### config.mk
export PLATFORM = sky130hd
export DESIGN_NAME = uart_tx_fifo_flat
export DESIGN_NICKNAME = d
export VERILOG_FILES = /design/src/rtl/uart_tx_fifo_if.sv /design/src/rtl/uart_tx_fifo.sv /design/src/flat_wrapper.sv
export SDC_FILE = /design/constraint.sdc
export NUM_CORES = 1
export LEC_CHECK = 0
export ABC_AREA = 0
export CAP_MARGIN = 10
export CORE_MARGIN = 2
export CORE_UTILIZATION = 46
export CTS_CLUSTER_DIAMETER = 120
export DETAILED_ROUTE_END_ITERATION = 6
export DONT_BUFFER_PORTS = 1
export PLACE_DENSITY = 0.71
export SETUP_SLACK_MARGIN = 0.3
export SLEW_MARGIN = 20
export SYNTH_ARGS = -nofsm -noshare
export SYNTH_HDL_FRONTEND = slang
export SYNTH_SLANG_ARGS = --single-unit
### constraint.sdc
create_clock -name clk -period 3.4 [get_ports clk]
set_input_delay 0.68 -clock clk [delete_from_list [all_inputs] [get_ports clk]]
set_output_delay 0.68 -clock clk [all_outputs]
set_load 0.1 [all_outputs]
### src/rtl/uart_tx_fifo_if.sv
`timescale 1ns/1ps
`default_nettype none
// ============================================================================
// Module   : uart_tx_fifo_if
// Brief    : Push handshake, FIFO status and serial line of the UART TX FIFO.
// Revision : 1.0
// ============================================================================
interface uart_tx_fifo_if #(
    parameter int DEPTH = 16
) ();
    localparam int c_AW = $clog2(DEPTH);

    logic [7:0]    i_push_data;
    logic          i_push_valid;
    logic          o_ready;
    logic          o_full;
    logic          o_empty;
    logic [c_AW:0] o_count;
    logic          o_drop;
    logic          o_tx;
    logic          o_busy;

    modport master (
        output i_push_data, i_push_valid,
        input  o_ready, o_full, o_empty, o_count, o_drop, o_tx, o_busy
    );

    modport slave (
        input  i_push_data, i_push_valid,
        output o_ready, o_full, o_empty, o_count, o_drop, o_tx, o_busy
    );
endinterface
`default_nettype wire

### src/rtl/uart_tx_fifo.sv
`timescale 1ns/1ps
`default_nettype none
// ============================================================================
// Module   : uart_tx_fifo
// Brief    : Byte FIFO feeding an 8N1 LSB-first UART transmitter.
// Revision : 1.0
// ============================================================================
module uart_tx_fifo #(
    parameter int CLK_FREQ = 100_000_000,
    parameter int BAUD     = 9600,
    parameter int DEPTH    = 16
) (
    input  wire logic     clk,
    input  wire logic     rst_n,
    uart_tx_fifo_if.slave bus
);
    localparam int c_BIT_DIV = CLK_FREQ / BAUD;
    localparam int c_AW      = $clog2(DEPTH);
    localparam int c_CW      = (c_BIT_DIV > 1) ? $clog2(c_BIT_DIV) : 1;

    localparam logic [c_CW-1:0] c_BIT_LAST  = c_CW'(c_BIT_DIV - 1);
    localparam logic [c_AW:0]   c_FULL      = (c_AW + 1)'(DEPTH);
    localparam logic [c_AW:0]   c_READY_LIM = (c_AW + 1)'(DEPTH - 1);

    typedef enum logic [1:0] {
        S_IDLE  = 2'd0,
        S_START = 2'd1,
        S_DATA  = 2'd2,
        S_STOP  = 2'd3
    } state_t;

    logic [7:0]      r_mem [DEPTH];
    logic [c_AW-1:0] r_wr_ptr;
    logic [c_AW-1:0] r_rd_ptr;
    logic [c_AW:0]   r_count;
    logic            r_drop;

    state_t          r_state;
    logic [c_CW-1:0] r_bit_cnt;
    logic [2:0]      r_bit_idx;
    logic [7:0]      r_shift;
    logic            r_tx;

    logic            w_full;
    logic            w_empty;
    logic            w_push_ok;
    logic            w_pop;
    logic            w_bit_done;
    logic [c_AW:0]   w_count_nxt;
    state_t          w_state_nxt;
    logic [c_CW-1:0] w_bit_cnt_nxt;
    logic [2:0]      w_bit_idx_nxt;
    logic [7:0]      w_shift_nxt;
    logic            w_tx_nxt;

    assign w_full     = (r_count == c_FULL);
    assign w_empty    = (r_count == '0);
    assign w_push_ok  = bus.i_push_valid && !w_full;
    assign w_bit_done = (r_bit_cnt == c_BIT_LAST);

    assign bus.o_ready = (r_count < c_READY_LIM);
    assign bus.o_full  = w_full;
    assign bus.o_empty = w_empty;
    assign bus.o_count = r_count;
    assign bus.o_drop  = r_drop;
    assign bus.o_tx    = r_tx;
    assign bus.o_busy  = (r_state != S_IDLE);

    // Storage carries no reset; its contents are meaningless until written.
    always_ff @(posedge clk) begin
        if (w_push_ok) begin
            r_mem[r_wr_ptr] <= bus.i_push_data;
        end
    end

    always_comb begin
        w_count_nxt = r_count;
        case ({w_push_ok, w_pop})
            2'b10:   w_count_nxt = r_count + 1'b1;
            2'b01:   w_count_nxt = r_count - 1'b1;
            default: w_count_nxt = r_count;
        endcase
    end

    always_ff @(posedge clk or negedge rst_n) begin
        if (!rst_n) begin
            r_wr_ptr <= '0;
            r_rd_ptr <= '0;
            r_count  <= '0;
            r_drop   <= 1'b0;
        end else begin
            r_count <= w_count_nxt;
            r_drop  <= bus.i_push_valid && w_full;
            if (w_push_ok) begin
                r_wr_ptr <= r_wr_ptr + 1'b1;
            end
            if (w_pop) begin
                r_rd_ptr <= r_rd_ptr + 1'b1;
            end
        end
    end

    // Line level is a function of the current state, so o_tx lags the FSM by one register stage.
    always_comb begin
        w_state_nxt   = r_state;
        w_bit_cnt_nxt = r_bit_cnt;
        w_bit_idx_nxt = r_bit_idx;
        w_shift_nxt   = r_shift;
        w_pop         = 1'b0;
        w_tx_nxt      = 1'b1;
        case (r_state)
            S_IDLE: begin
                if (!w_empty) begin
                    w_pop         = 1'b1;
                    w_shift_nxt   = r_mem[r_rd_ptr];
                    w_bit_cnt_nxt = '0;
                    w_state_nxt   = S_START;
                end
            end
            S_START: begin
                w_tx_nxt = 1'b0;
                if (w_bit_done) begin
                    w_bit_cnt_nxt = '0;
                    w_bit_idx_nxt = 3'd0;
                    w_state_nxt   = S_DATA;
                end else begin
                    w_bit_cnt_nxt = r_bit_cnt + 1'b1;
                end
            end
            S_DATA: begin
                w_tx_nxt = r_shift[0];
                if (w_bit_done) begin
                    w_bit_cnt_nxt = '0;
                    w_shift_nxt   = {1'b0, r_shift[7:1]};
                    w_bit_idx_nxt = r_bit_idx + 3'd1;
                    if (r_bit_idx == 3'd7) begin
                        w_state_nxt = S_STOP;
                    end
                end else begin
                    w_bit_cnt_nxt = r_bit_cnt + 1'b1;
                end
            end
            S_STOP: begin
                w_tx_nxt = 1'b1;
                if (w_bit_done) begin
                    w_bit_cnt_nxt = '0;
                    w_state_nxt   = S_IDLE;
                end else begin
                    w_bit_cnt_nxt = r_bit_cnt + 1'b1;
                end
            end
            default: begin
                w_state_nxt = S_IDLE;
            end
        endcase
    end

    always_ff @(posedge clk or negedge rst_n) begin
        if (!rst_n) begin
            r_state   <= S_IDLE;
            r_bit_cnt <= '0;
            r_bit_idx <= 3'd0;
            r_shift   <= 8'd0;
            r_tx      <= 1'b1;
        end else begin
            r_state   <= w_state_nxt;
            r_bit_cnt <= w_bit_cnt_nxt;
            r_bit_idx <= w_bit_idx_nxt;
            r_shift   <= w_shift_nxt;
            r_tx      <= w_tx_nxt;
        end
    end
endmodule
`default_nettype wire

### src/flat_wrapper.sv
// flat-port wrapper written by rule: the top's interface ports become plain ports
module uart_tx_fifo_flat 
#(
    parameter int CLK_FREQ = 100_000_000,
    parameter int BAUD     = 9600,
    parameter int DEPTH    = 16
)
  (clk, rst_n, bus_i_push_data, bus_i_push_valid, bus_o_ready, bus_o_full, bus_o_empty, bus_o_count, bus_o_drop, bus_o_tx, bus_o_busy);
  uart_tx_fifo_if #(.DEPTH(DEPTH)) bus_i ();
  input  wire logic clk;
  input  wire logic rst_n;
  input wire logic [$bits(bus_i.i_push_data)-1:0] bus_i_push_data;
  input wire logic [$bits(bus_i.i_push_valid)-1:0] bus_i_push_valid;
  output wire logic [$bits(bus_i.o_ready)-1:0] bus_o_ready;
  output wire logic [$bits(bus_i.o_full)-1:0] bus_o_full;
  output wire logic [$bits(bus_i.o_empty)-1:0] bus_o_empty;
  output wire logic [$bits(bus_i.o_count)-1:0] bus_o_count;
  output wire logic [$bits(bus_i.o_drop)-1:0] bus_o_drop;
  output wire logic [$bits(bus_i.o_tx)-1:0] bus_o_tx;
  output wire logic [$bits(bus_i.o_busy)-1:0] bus_o_busy;
  assign bus_i.i_push_data = bus_i_push_data;
  assign bus_i.i_push_valid = bus_i_push_valid;
  assign bus_o_ready = bus_i.o_ready;
  assign bus_o_full = bus_i.o_full;
  assign bus_o_empty = bus_i.o_empty;
  assign bus_o_count = bus_i.o_count;
  assign bus_o_drop = bus_i.o_drop;
  assign bus_o_tx = bus_i.o_tx;
  assign bus_o_busy = bus_i.o_busy;
  uart_tx_fifo #(.CLK_FREQ(CLK_FREQ), .BAUD(BAUD), .DEPTH(DEPTH)) u_core (.clk(clk), .rst_n(rst_n), .bus(bus_i));
endmodule
After elaboration in Yosys (flattened, before gate mapping). Memory sizes are Yosys's and may differ from the RTL's. Index checks and enable logic that the tools add are counted.

Add/sub/neg operators: 6. Magnitude comparators: 1. Reductions and logical operators: 13. Eq/ne operators: 13. Bitwise operators: 0. Div/mod/pow operators: 0. $mul: 0. Multiplexer cells: 21. Shift-type cells: 0.

Operators by type and width (number): 14-bit 2-to-1 mux (2); 14-bit case mux with 2 select lines (1); 8-bit 2-to-1 mux (2); 8-bit case mux with 2 select lines (1); 14-bit by 1-bit adder with 14-bit output (second input constant) (1); 14-bit equality test (second input constant) (1); 2-bit 2-to-1 mux (5); 5-bit case mux with 2 select lines (1); 4-bit by 1-bit adder with 4-bit output (second input constant) (2); 2-bit by 1-bit != test with 1-bit output (second input constant) (4); 2-bit case mux with 4 select lines (1); 2-bit nonzero test (4); 2-bit equality test (second input constant) (3); 3-bit 2-to-1 mux (2); 3-bit case mux with 2 select lines (1); 3-bit AND reduction (2); 5-bit by 1-bit adder with 5-bit output (second input constant) (1); 5-bit equality test (second input constant) (1); 5-bit zero test (1); 5-bit by 4-bit < comparator with 1-bit output (second input constant) (1); 5-bit AND reduction (1); 5-bit by 1-bit subtractor with 5-bit output (second input constant) (1); 2-bit by 1-bit equality test with 1-bit output (second input constant) (2); 1-bit 2-to-1 mux (4); 8 further kinds (9).

Memories: 1. Memory bits (writable): 128. Bits in registers: 42. Bits in read-only memories: 0. Word-level logic and storage cells: 64. Output and inout port bits: 11. Latch bits: 0.

Memory list: u_core.r_mem (words 16, bits a word 8, read ports 1, clocked after memory_dff 0, wr ports 1, RTL line uart_tx_fifo.sv:32) `logic [7:0] r_mem [DEPTH];`.

Depth between registers and ports, before layout. Gate-level depths: netlist (run 1).

Depth in word-level cells: 5. Gate-level depth with buffers: 15. Depth with buffers taken out: 12.

Worst setup path before layout (run 1). Ideal clock, no wire load.

Kind: reg-to-reg. From: reg u_core.r_count[1] (netlist: u_core.bus.o_count[1]). To: reg u_core.r_count[4] (netlist: u_core.bus.o_count[4]). Period minus slack after synthesis: 4.039 ns. Setup time: 0.164 ns. Path buffers: 2. Cell stages (with the launch flop): 15. Arrival time: 3.875 ns. Path slack: -0.639 ns. Required time: 3.236 ns. Path through: dfrtp_1 clkbuf_1 nor4_1 nand2b_1 inv_1 nor2_1 ha_1 clkbuf_1 xor2_1 ha_1 o211ai_1 a21oi_1 a31oi_1 nor2_1 xor2_1.

Cells in the longest elaborated chain, start to end: 5. Elaborated cells between the ends (all ways): 12. Classes of those cells: add/sub (2); eq/ne (3); mux (3); reduce/logical (4).

Ends and longest elaborated chain: start: declaration (RTL line uart_tx_fifo.sv:35) `logic [c_AW:0] r_count;`; start signal: assignment (RTL line uart_tx_fifo.sv:92) `r_count <= w_count_nxt;`; 5-bit zero test * (RTL line uart_tx_fifo.sv:57) `assign w_empty = (r_count == '0);`; named net bus_o_empty (RTL line flat_wrapper.sv:16) `output wire logic [$bits(bus_i.o_empty)-1:0] bus_o_empty;`; 1-bit 2-to-1 mux * (RTL line uart_tx_fifo.sv:113) `if (!w_empty) begin`; 1-bit 2-to-1 mux * (RTL line uart_tx_fifo.sv:111) `case (r_state)`; named net u_core.w_pop (RTL line uart_tx_fifo.sv:47) `logic w_pop;`; 2-bit by 1-bit equality test with 1-bit output or 2-bit equality test (tied branches) (RTL line uart_tx_fifo.sv:78) `case ({w_push_ok, w_pop})`; 5-bit case mux with 2 select lines or 2-bit nonzero test (tied branches).

Mark *: on every way through the listed nets, which the timed path passes. The rest lies on a longest branch. A chain may end at the register's enable or synchronous reset.

Final worst setup path (run 1).
From: reg u_core.r_count[1] (netlist: u_core.bus.o_count[1]). To: reg u_core.r_count[4] (netlist: u_core.bus.o_count[4]).

Cells in the longest elaborated chain, start to end: 5. Elaborated cells between the ends (all ways): 12. Classes of those cells: add/sub (2); eq/ne (3); mux (3); reduce/logical (4).

Ends and longest elaborated chain (RTL line): 5-bit zero test or 5-bit equality test (tied branches) (uart_tx_fifo.sv:57, uart_tx_fifo.sv:56); 1-bit 2-to-1 mux or 1-bit zero test (tied branches) (uart_tx_fifo.sv:113, uart_tx_fifo.sv:58); 1-bit 2-to-1 mux or 1-bit logical AND (tied branches) (uart_tx_fifo.sv:111, uart_tx_fifo.sv:58); 2-bit by 1-bit equality test with 1-bit output or 2-bit equality test (tied branches) (uart_tx_fifo.sv:78); 5-bit case mux with 2 select lines or 2-bit nonzero test (tied branches).

Several ways; a longest one is shown, not always the timed one.

==> results of run 1 <==
worst reg2reg max path: stages, from the launching register on:
cell and delay [ns]:
dfrtp_4 0.66, nor4_4 0.37, nand2_1 0.11, and2_1 0.27
inv_1 0.15, ha_4 0.20, xor2_1 0.17, ha_2 0.22
o211ai_1 0.12, a21oi_1 0.20, a31oi_1 0.06, nor2_1 0.14
xor2_1 0.18
kinds of logic (layout without fill, tap and decap cells):
kind of cell	Yosys count	after routing	synth area share, %
compound gates	79	79	7.11
mux	68	68	13.0
simple gates	99	99	6.44
buf+inv	36	59	2.08
fa+ha+maj	16	16	2.73
xor+xnor	15	15	1.79
flops	170	170	66.8
layout by cell type (no fill, tap or decap), types with 3 or more instances in the layout:
| master | n |
|---|---|
| edfxtp_1 | 128 |
| dfrtp_1 | 35 |
| mux2i_1 | 33 |
| nand2_1 | 32 |
| nor2_1 | 27 |
| a22oi_1 | 26 |
| o21ai_0 | 25 |
| mux4_2 | 18 |
| clkbuf_16 | 17 |
| buf_4 | 15 |
| ha_1 | 14 |
| inv_1 | 10 |
| mux2_2 | 10 |
| xnor2_1 | 9 |
| nor3_1 | 7 |
| mux2_4 | 7 |
| xor2_1 | 6 |
| inv_6 | 6 |
| nand2b_1 | 5 |
| and2_1 | 4 |
| nor2b_1 | 4 |
| nand3_1 | 4 |
| nand4_1 | 4 |
| a31oi_1 | 4 |
| dfrtp_2 | 4 |
| a21oi_1 | 3 |
| o2bb2ai_1 | 3 |
| o21ai_1 | 3 |
| o22ai_1 | 3 |
| clkinv_2 | 3 |
registers in the layout, indices dropped and copies added, names as in the netlist:
| signal | cells |
|---|---|
| u_core.r_mem | 128 |
| u_core.r_bit_idx | 3 |
| u_core.r_state | 2 |
| u_core.r_shift | 8 |
| u_core.r_wr_ptr | 4 |
| u_core.bus.o_count | 5 |
| u_core.bus.o_drop | 1 |
| u_core.r_rd_ptr | 4 |
| u_core.r_bit_cnt | 14 |
| u_core.bus.o_tx | 1 |
per-layer routing:
layer | track usage, % | vias up | wire length (um)
li1 | - | 1867 | -
met1 | 24.2 | 2015 | 6290
met4 | 6.20 | 0 | 138
met5 | 0 | - | 0
met2 | 29.6 | 84 | 7180
met3 | 4.96 | 6 | 707
report_power, final:
part | leakage (nW) | switching, W | internal, W | total (W)
Clock | 0.268 | 0.000836 | 0.000952 | 0.00179
Sequential | 1.68 | 0.000511 | 0.00259 | 0.00310
Combinational | 0.995 | 0.00141 | 0.00109 | 0.00250
Total | 2.94 | 0.00275 | 0.00464 | 0.00739
how the worst max path moves through the flow:
stage / cells past startpoint / endpoint
finish: 12 / u_core.bus.o_count[4]
global route: 12 / u_core.bus.o_count[4]
CTS: 12 / u_core.bus.o_count[4]
detailed placement: 12 / u_core.bus.o_count[4]
global placement: 12 / u_core.bus.o_count[4]
floorplan: 14 / u_core.bus.o_count[4]
cell type report:
class	instances	area, um^2	area share (%)
Inverter	11	45.0	0.548
Clock inverter	14	110	1.34
Timing Repair Buffer	16	133	1.61
Tap cell	216	270	3.29
Sequential cell	170	4910	59.7
Multi-Input combinational cell	277	2320	28.3
Clock buffer	18	429	5.22
per-stage QoR:
stage / hold WS, ns / instance area [um^2] / worst slack [ns]
after global placement: 0.386 / 7660 / 0.704
after CTS: 0.0744 / 8220 / 0.521
final: 0.0910 / 8220 / 0.483
after global routing: 0.0707 / 8220 / 0.387
after floorplan: 0.384 / 7410 / 0.216
after detailed placement: 0.386 / 7660 / 0.578
repair_timing:
item / in CTS / in global routing
setup endpoints to repair: 0 / 0
hold buffers: 1 / 0
buffers inserted: 0 / 0
hold endpoints to repair: 41 / 0
==> metrics, run 1 <==
Slew Viols, Final 0; Worst Path Buf+Inv 1; H-tree Lvls 4; Crit path max-delay family simple AND/OR/NAND/NOR gates; Routed WL 14.3 mm; Syn Inst Count 483; Reg clk slew, reported paths 0.07 ns; Synth top area share 52.5%; RSZ-0062 raised after global routing no; worst reg2reg path endpoint u_core.bus.o_count[4]; initial core utilization 46.6%; total gr overflow 0; post-synth design cell area 7330 um^2; post-synth cell types 48; Port Buffer Count 0; number of instances in the placed design around 690; Die Area 17000 um^2; crit path launch type register; crit-path max FO 10; syn avg cell area 15.2 um^2; most frequent CP cell xor2_1; asr flop ratio synth 24.7%; drt drc 0; TritonCTS Buffers 17; peak per-stage delay on the critical path 0.66 ns; final hold violation count 0; Vias 3972; setup_tns 0 ns; hpwl dp around 9.3 mm; leakage power 2.94 nW; largest net degree at the start of global routing 42; slowest CP cell dfrtp_4; FF+latch count, synth between 150 and 200; Power Density 899 nW/um^2; worst clock skew 0.00721 ns; Placer Congestion 0.781; Root Driver clkbuf_16; initial antenna violation count 0; area leader, netlist edfxtp_1; Peak VDD IR 0.437 mV; status complete, no violations; post-cts resize count 0; register area share after synthesis about two thirds; actual slew at the worst max-slew pin 1.02 ns; synth warn 0; maximum clock path buffer count 2; Post-synth EDFFs about 130; nets@finish 520; Reg2Reg Launch Point u_core.bus.o_count[1]; DRT antenna net count 0; worst path cell trace nor4_4 -> nand2_1 -> and2_1 -> inv_1 -> ha_4 -> xor2_1 -> ha_2 -> o211ai_1 -> a21oi_1 -> a31oi_1 -> nor2_1 -> xor2_1; CP Capture Type register; syn nets 510; Vias/cell between 5 and 6; Most used DFF post-synth edfxtp_1; synth cell count leaders 128 x edfxtp_1, 41 x dfrtp_1, 33 x mux2i_1; WP data required 3.74 ns; router iterations before antenna repair 4; R2R depth 12; overall die width ~130 um; Avg WL per Cell 19.8 um; Rel. slew slack 31.7%; layout cell share with drive strength beyond 1 between 10% and 20%; CTS tree built; Max-Cap Viols 0; ant diodes 0; Std-Cell Rows 46; Die Height 130 um; fin crit period 2.92 ns; final setup fails 0; IO Pins 22; Initial DRC Count 354; vias in the first global route 4149; Util after Layout about 52%; Non-Filler Instances around 720; count leader, synth edfxtp_1; Synth-to-Final Area Change 12.2%; CTS sink cnt 170; fmax between 300 and 400 MHz; Fill cells 1261; total power 0.00739 W; arrival time worst endpoint 3.26 ns; clk_lat worst skew 0.43 ns; GR Util All Layers a little under a fifth; top post-synthesis cells by area edfxtp_1 52%, dfrtp_1 14%, mux4_2 5.5%; Min-Delay Path Class input pin to async pin; first-pass GRT wire length 22.8 mm; Setup crit start u_core.bus.o_count[1]; period utilization between 80% and 90%; Worst R2R Setup Slack 0.48 ns; CP Class register to register; core area 15700 um^2
No activity file was read; power rests on OpenSTA's default activity.
==> run 2: changes to the inputs <==
CORE_MARGIN = 3   (was 2)
CTS_CLUSTER_SIZE = 24   (was default)
==> metrics, run 2 (same netlist as run 1, synthesis figures left out) <==
Crit path max-delay family simple AND/OR/NAND/NOR gates; Peak VDD IR 0.468 mV; worst path cell trace nor4_4 -> nand2_1 -> and2_1 -> inv_1 -> ha_4 -> xor2_1 -> ha_2 -> o211ai_1 -> a21oi_1 -> a31oi_1 -> nor2_1 -> xor2_1; leakage power 2.97 nW; Levels on crit path 12; max reg flops 128; final hold violation count 0; Worst R2R Setup Slack approximately 0.56 ns; worst clock skew between 0.006 and 0.007 ns; Rel. slew slack a little under a third; clk_lat worst skew 0.43 ns; Routed WL 14.2 mm; first-pass GRT wire length 22.5 mm; RSZ-0062 raised after global routing no; final non-filler cell area 8270 um^2; Worst Path Buf+Inv 1; total gr overflow 0; drt drc 0; final setup fails 0; actual slew at the worst max-slew pin between 1 and 1.5 ns; initial core utilization 47.7%; H-tree Lvls 4; nets@finish around 520; initial antenna violation count 0; overall die width 132 um; ant diodes 0; post-CTS repair timing setup buffer count 0; Reg clk slew, reported paths roughly 0.07 ns; Initial DRC Count roughly 280; most common cell after layout, fill and taps aside edfxtp_1; Slew Viols, Final 0; setup_tns 0 ns; Synth-to-Final Area Change 12.8%; slowest CP cell dfrtp_4; TritonCTS Buffers 17; post-cts resize count 0; Die Area 17500 um^2; maximum clock path buffer count 2; hpwl dp approximately 9 mm; R2R depth 12; Power Density a little over 900 nW/um^2; biggest regs u_core.r_mem: 128 flops, u_core.r_bit_cnt: 14 flops, u_core.r_shift: 8 flops; vias in the first global route approximately 4200; CTS tree built; CP endpoint u_core.bus.o_count[4]; Placer Congestion 0.820; Vias 3984; Die Height between 100 and 150 um; core area 15400 um^2; CP Class register to register; crit path launch type register; Port Buffer Count 0; most frequent CP cell xor2_1; IO Pins 22; Non-Filler Instances 718; Vias/cell about 5.5; crit-path max FO 10; most flop-heavy register u_core.r_mem; Post-CTS Hold Fix Bufs 1; Min-Delay Path Class input pin to async pin; Setup crit start u_core.bus.o_count[1]; fmax 352 MHz; arrival time worst endpoint 3.19 ns; WP data required 3.75 ns; DRT antenna net count 0; peak per-stage delay on the critical path 0.66 ns; period utilization a little over four fifths; Reg2Reg Launch Point u_core.bus.o_count[1]; Root Driver clkbuf_16; Avg WL per Cell roughly 20 um; total power 0.00752 W; fin crit period 2.84 ns; GR Util All Layers between 10% and 20%; router iterations before antenna repair 4; layout cell share with drive strength beyond 1 approximately a fifth; largest net degree at the start of global routing 42; CP Capture Type register; most frequent cells in the layout 128 x edfxtp_1, 35 x dfrtp_1, 33 x mux2i_1; CTS sink cnt 170; worst reg2reg path endpoint u_core.bus.o_count[4]; Std-Cell Rows 45; status complete, no violations; Post-DP Area 7660 um^2; number of instances in the placed design 685; Max-Cap Viols 0
-- run 2: changes by cell type in the layout (fill, tap and decap cells not counted) --
| cell | delta |
|---|---|
| inv_6 | -1 |
| inv_8 | +1 |
| clkinv_2 | -3 |
| clkinvlp_4 | -1 |
| buf_4 | +1 |
| clkinv_1 | +2 |
| bufinv_16 | +2 |
-- run 2: cell type report --
cell class | count | area [um^2]
fillers | 1221 | 7100
flip-flops and latches | 170 | 4910
repair buffers | 17 | 140
well taps | 211 | 264
clock buffers | 18 | 429
multi-input cells | 277 | 2320
clock inverters | 14 | 158
inverters | 11 | 45.0
-- run 2: worst reg2reg max path, cell delays in order, from the launching register on --
cell,delay [ns]
dfrtp_4,0.66
nor4_4,0.36
nand2_1,0.11
and2_1,0.27
inv_1,0.16
ha_4,0.20
xor2_1,0.16
ha_2,0.21
o211ai_1,0.11
a21oi_1,0.19
a31oi_1,0.06
nor2_1,0.12
xor2_1,0.15
-- run 2: power breakdown --
group	leakage [nW]	internal, W	switching, W	total (W)
logic	1.00	0.00109	0.00135	0.00244
registers	1.68	0.00259	0.000563	0.00315
clock network	0.289	0.00110	0.000828	0.00193
total	2.97	0.00478	0.00274	0.00752
-- run 2: stage by stage --
step / worst slack (ns) / utilization, % / hold slack (ns)
floorplan: 0.216 / - / 0.384
global placement: 0.690 / 49.8 / 0.386
detailed placement: 0.584 / 49.8 / 0.386
CTS: 0.578 / 53.8 / 0.0805
global route: 0.403 / 53.8 / 0.0750
finish: 0.562 / 53.8 / 0.0927
-- run 2: how the worst min path moves through the flow --
| stage | from | endpoint | cells after the start |
|---|---|---|---|
| floorplan | rst_n | u_core.bus.o_count[0] | 0 |
| global placement | rst_n | u_core.bus.o_count[2] | 0 |
| detailed placement | rst_n | u_core.bus.o_count[2] | 0 |
| CTS | rst_n | u_core.bus.o_tx | 0 |
| global route | rst_n | u_core.bus.o_tx | 0 |
| finish | rst_n | u_core.bus.o_count[2] | 1 |
-- run 2: metal layers --
layer / part of all wire [%] / global-route usage, % / vias up
met5: 0 / 0 / -
li1: - / - / 1863
met1: 45 / 22.9 / 2032
met3: 5.4 / 5.11 / 11
met4: 0.99 / 4.62 / 0
met2: 49 / 27.1 / 78
==> run 3: changes to the inputs <==
ABC_AREA = 1   (was 0)
clock period = 2.7 ns   (was 3.4 ns; I/O delays follow)
==> metrics, run 3 <==
Avg WL per Cell roughly 16 um; router iterations before antenna repair 4; most frequent CP cell nand2_1; layout cell share with drive strength beyond 1 10.8%; syn avg cell area 9.78 um^2; Vias/cell 5.03; setup_tns 0 ns; crit path launch type register; hold path cells 0; Synth-to-Final Area Change 12.6%; initial core utilization 47.2%; ant diodes 0; fmax roughly 450 MHz; most common cell after layout, fill and taps aside nand2_1; status complete, no violations; CTS sink cnt 170; hpwl dp 9.98 mm; asr flop ratio synth approximately a quarter; dpl ws 0.358 ns; DRT antenna net count 0; Die Height ~140 um; first-pass GRT wire length around 26 mm; Routed WL 16.6 mm; max reg flops between 100 and 150; Peak VDD IR 0.508 mV; worst reg2reg path endpoint u_core.bus.o_count[4]; CP Class register to register; Std-Cell Rows 47; initial antenna violation count 0; synth warn 0; TritonCTS Buffers 17; GR Util All Layers 18.6%; most flop-heavy register u_core.r_mem; worst path cell trace inv_1 -> nand4_2 -> nand2_1 -> inv_2 -> ha_2 -> ha_1 -> inv_1 -> o21bai_1 -> inv_1 -> nand2_1 -> xor2_1 -> nand2_1 -> nand2_1; post-CTS repair timing setup buffer count 0; H-tree Lvls 4; Setup crit start u_core.bus.o_count[3]; period utilization 82.6%; clk_lat worst skew 0.42 ns; synth cell count leaders 259 x nand2_1, 128 x edfxtp_1, 96 x inv_1, 96 x nand3_1, 48 x nor2_1; worst clock skew 0.00752 ns; fin crit period 2.23 ns; post-synth design cell area just under 8000 um^2; Reg2Reg Launch Point u_core.bus.o_count[3]; RSZ-0062 raised after global routing yes; Max-Cap Viols 0; Power Density 764 nW/um^2; final setup fails 0; Min-Delay Path Class input pin to register; Die Area 18700 um^2; Post-synth EDFFs 128; Non-Filler Instances 1057; total gr overflow 0; arrival time worst endpoint 2.59 ns; Root Driver clkbuf_16; Port Buffer Count 0; WP data required 3.06 ns; CP Capture Type register; Util after Layout a little over half; nets@finish 851; peak per-stage delay on the critical path 0.47 ns; biggest regs u_core.r_mem: 128 flops, u_core.r_bit_cnt: 14 flops, u_core.r_shift: 8 flops; crit-path max FO 6; vias in the first global route ~5100; most frequent cells in the layout 259 x nand2_1, 128 x edfxtp_1, 96 x nand3_1; area leader, netlist edfxtp_1; IO Pins 22; Fill cells 1436; Placer Congestion 0.823; actual slew at the worst max-slew pin 0.864 ns; FF+latch count, synth 170; CTS tree built; Rel. slew slack roughly 42%; syn nets between 800 and 900; number of instances in the placed design 1023; maximum clock path buffer count 2; drt drc 0; count leader, synth nand2_1; Synth top area share 48.9%; core area 16600 um^2; Reg clk slew, reported paths roughly 0.060 ns; CP endpoint u_core.bus.o_count[4]; final hold violation count 0; largest net degree at the start of global routing 70; Most used DFF post-synth edfxtp_1; slowest CP cell dfrtp_4; R2R depth 13; post-synth cell types 38; register area share after synthesis between 60% and 70%; final worst slack 0.471 ns; Vias about 5300; Slew Viols, Final 0; Worst R2R Setup Slack 0.47 ns; Syn Inst Count 803; top post-synthesis cells by area edfxtp_1 49%, dfrtp_1 13%, nand2_1 12%; overall die width 137 um; leakage power 3.80 nW; Initial DRC Count 355
-- run 3: cell types whose count changed after synthesis, sizes merged, moves of 17 or more --
cell / previous run / this run
mux4: 18 / 0
a22oi: 26 / 0
nand3: 4 / 97
nor2: 28 / 55
nand2: 32 / 262
mux2: 17 / 0
inv: 11 / 99
mux2i: 33 / 0
-- run 3: repair_timing --
item,4_1_cts,5_1_grt
endpoints found under the setup margin,0,3
hold buffers,2,0
hold endpoints to repair,42,0
gates resized for setup,0,4
-- run 3: worst min-delay path by stage --
stage / startpoint / end / slack [ns]
2_1_floorplan: rst_n / u_core.bus.o_count[0] / 0.24
4_1_cts: bus_i_push_data[2] / u_core.r_mem[1][2] / 0.20
5_1_grt: bus_i_push_data[7] / u_core.r_mem[9][7] / 0.19
3_3_place_gp: rst_n / u_core.r_bit_cnt[10] / 0.25
6_report: bus_i_push_data[7] / u_core.r_mem[9][7] / 0.21
3_5_place_dp: rst_n / u_core.r_bit_cnt[10] / 0.25
-- run 3: per-layer routing --
| layer | global-route usage, % | part of all wire, % |
|---|---|---|
| met5 | 0 | 0 |
| met4 | 7.67 | 2.8 |
| met3 | 3.31 | 5.5 |
| met2 | 29.8 | 48 |
| met1 | 25.2 | 43 |
-- run 3: final cells by class --
type	instances	area, um^2	area share (%)
clock buffers	19	433	4.89
clock inverters	13	144	1.63
inverters	101	379	4.29
multi-input cells	504	2440	27.6
flip-flops and latches	170	4910	55.5
well taps	220	275	3.11
repair buffers	30	260	2.94
-- run 3: cells by family after synthesis --
group                    share of synthesized area [%]
AO/OA/AOI/OAI                                     2.88
XOR/XNOR                                          1.90
adder cells (fa/ha/maj)                           2.55
buffers and inverters                             6.82
flip-flops                                        62.3
AND/OR/NAND/NOR                                   23.5
-- run 3: worst max-delay path: cells and delay by family (launching register included) --
family / cells / cell delay [ns]
simple gates: 5 / 0.53
compound gates: 1 / 0.14
flops: 1 / 0.47
fa+ha+maj: 2 / 0.56
xor+xnor: 1 / 0.14
buf+inv: 4 / 0.31
-- run 3: where the power goes --
group | total [W] | switching [W] | leakage (nW) | internal (W)
registers | 0.00319 | 0.0000939 | 1.68 | 0.00309
clock network | 0.00238 | 0.00101 | 0.278 | 0.00137
logic | 0.00119 | 0.000903 | 1.84 | 0.000287
-- run 3: metrics by stage --
| stage | total power, W | cell area (um^2) | hold slack [ns] |
|---|---|---|---|
| floorplan | 0.00409 | 7880 | 0.244 |
| global placement | 0.00438 | 8220 | 0.245 |
| detailed placement | 0.00440 | 8220 | 0.245 |
| CTS | 0.00678 | 8830 | 0.196 |
| global route | 0.00698 | 8840 | 0.193 |
| finish | 0.00676 | 8840 | 0.208 |
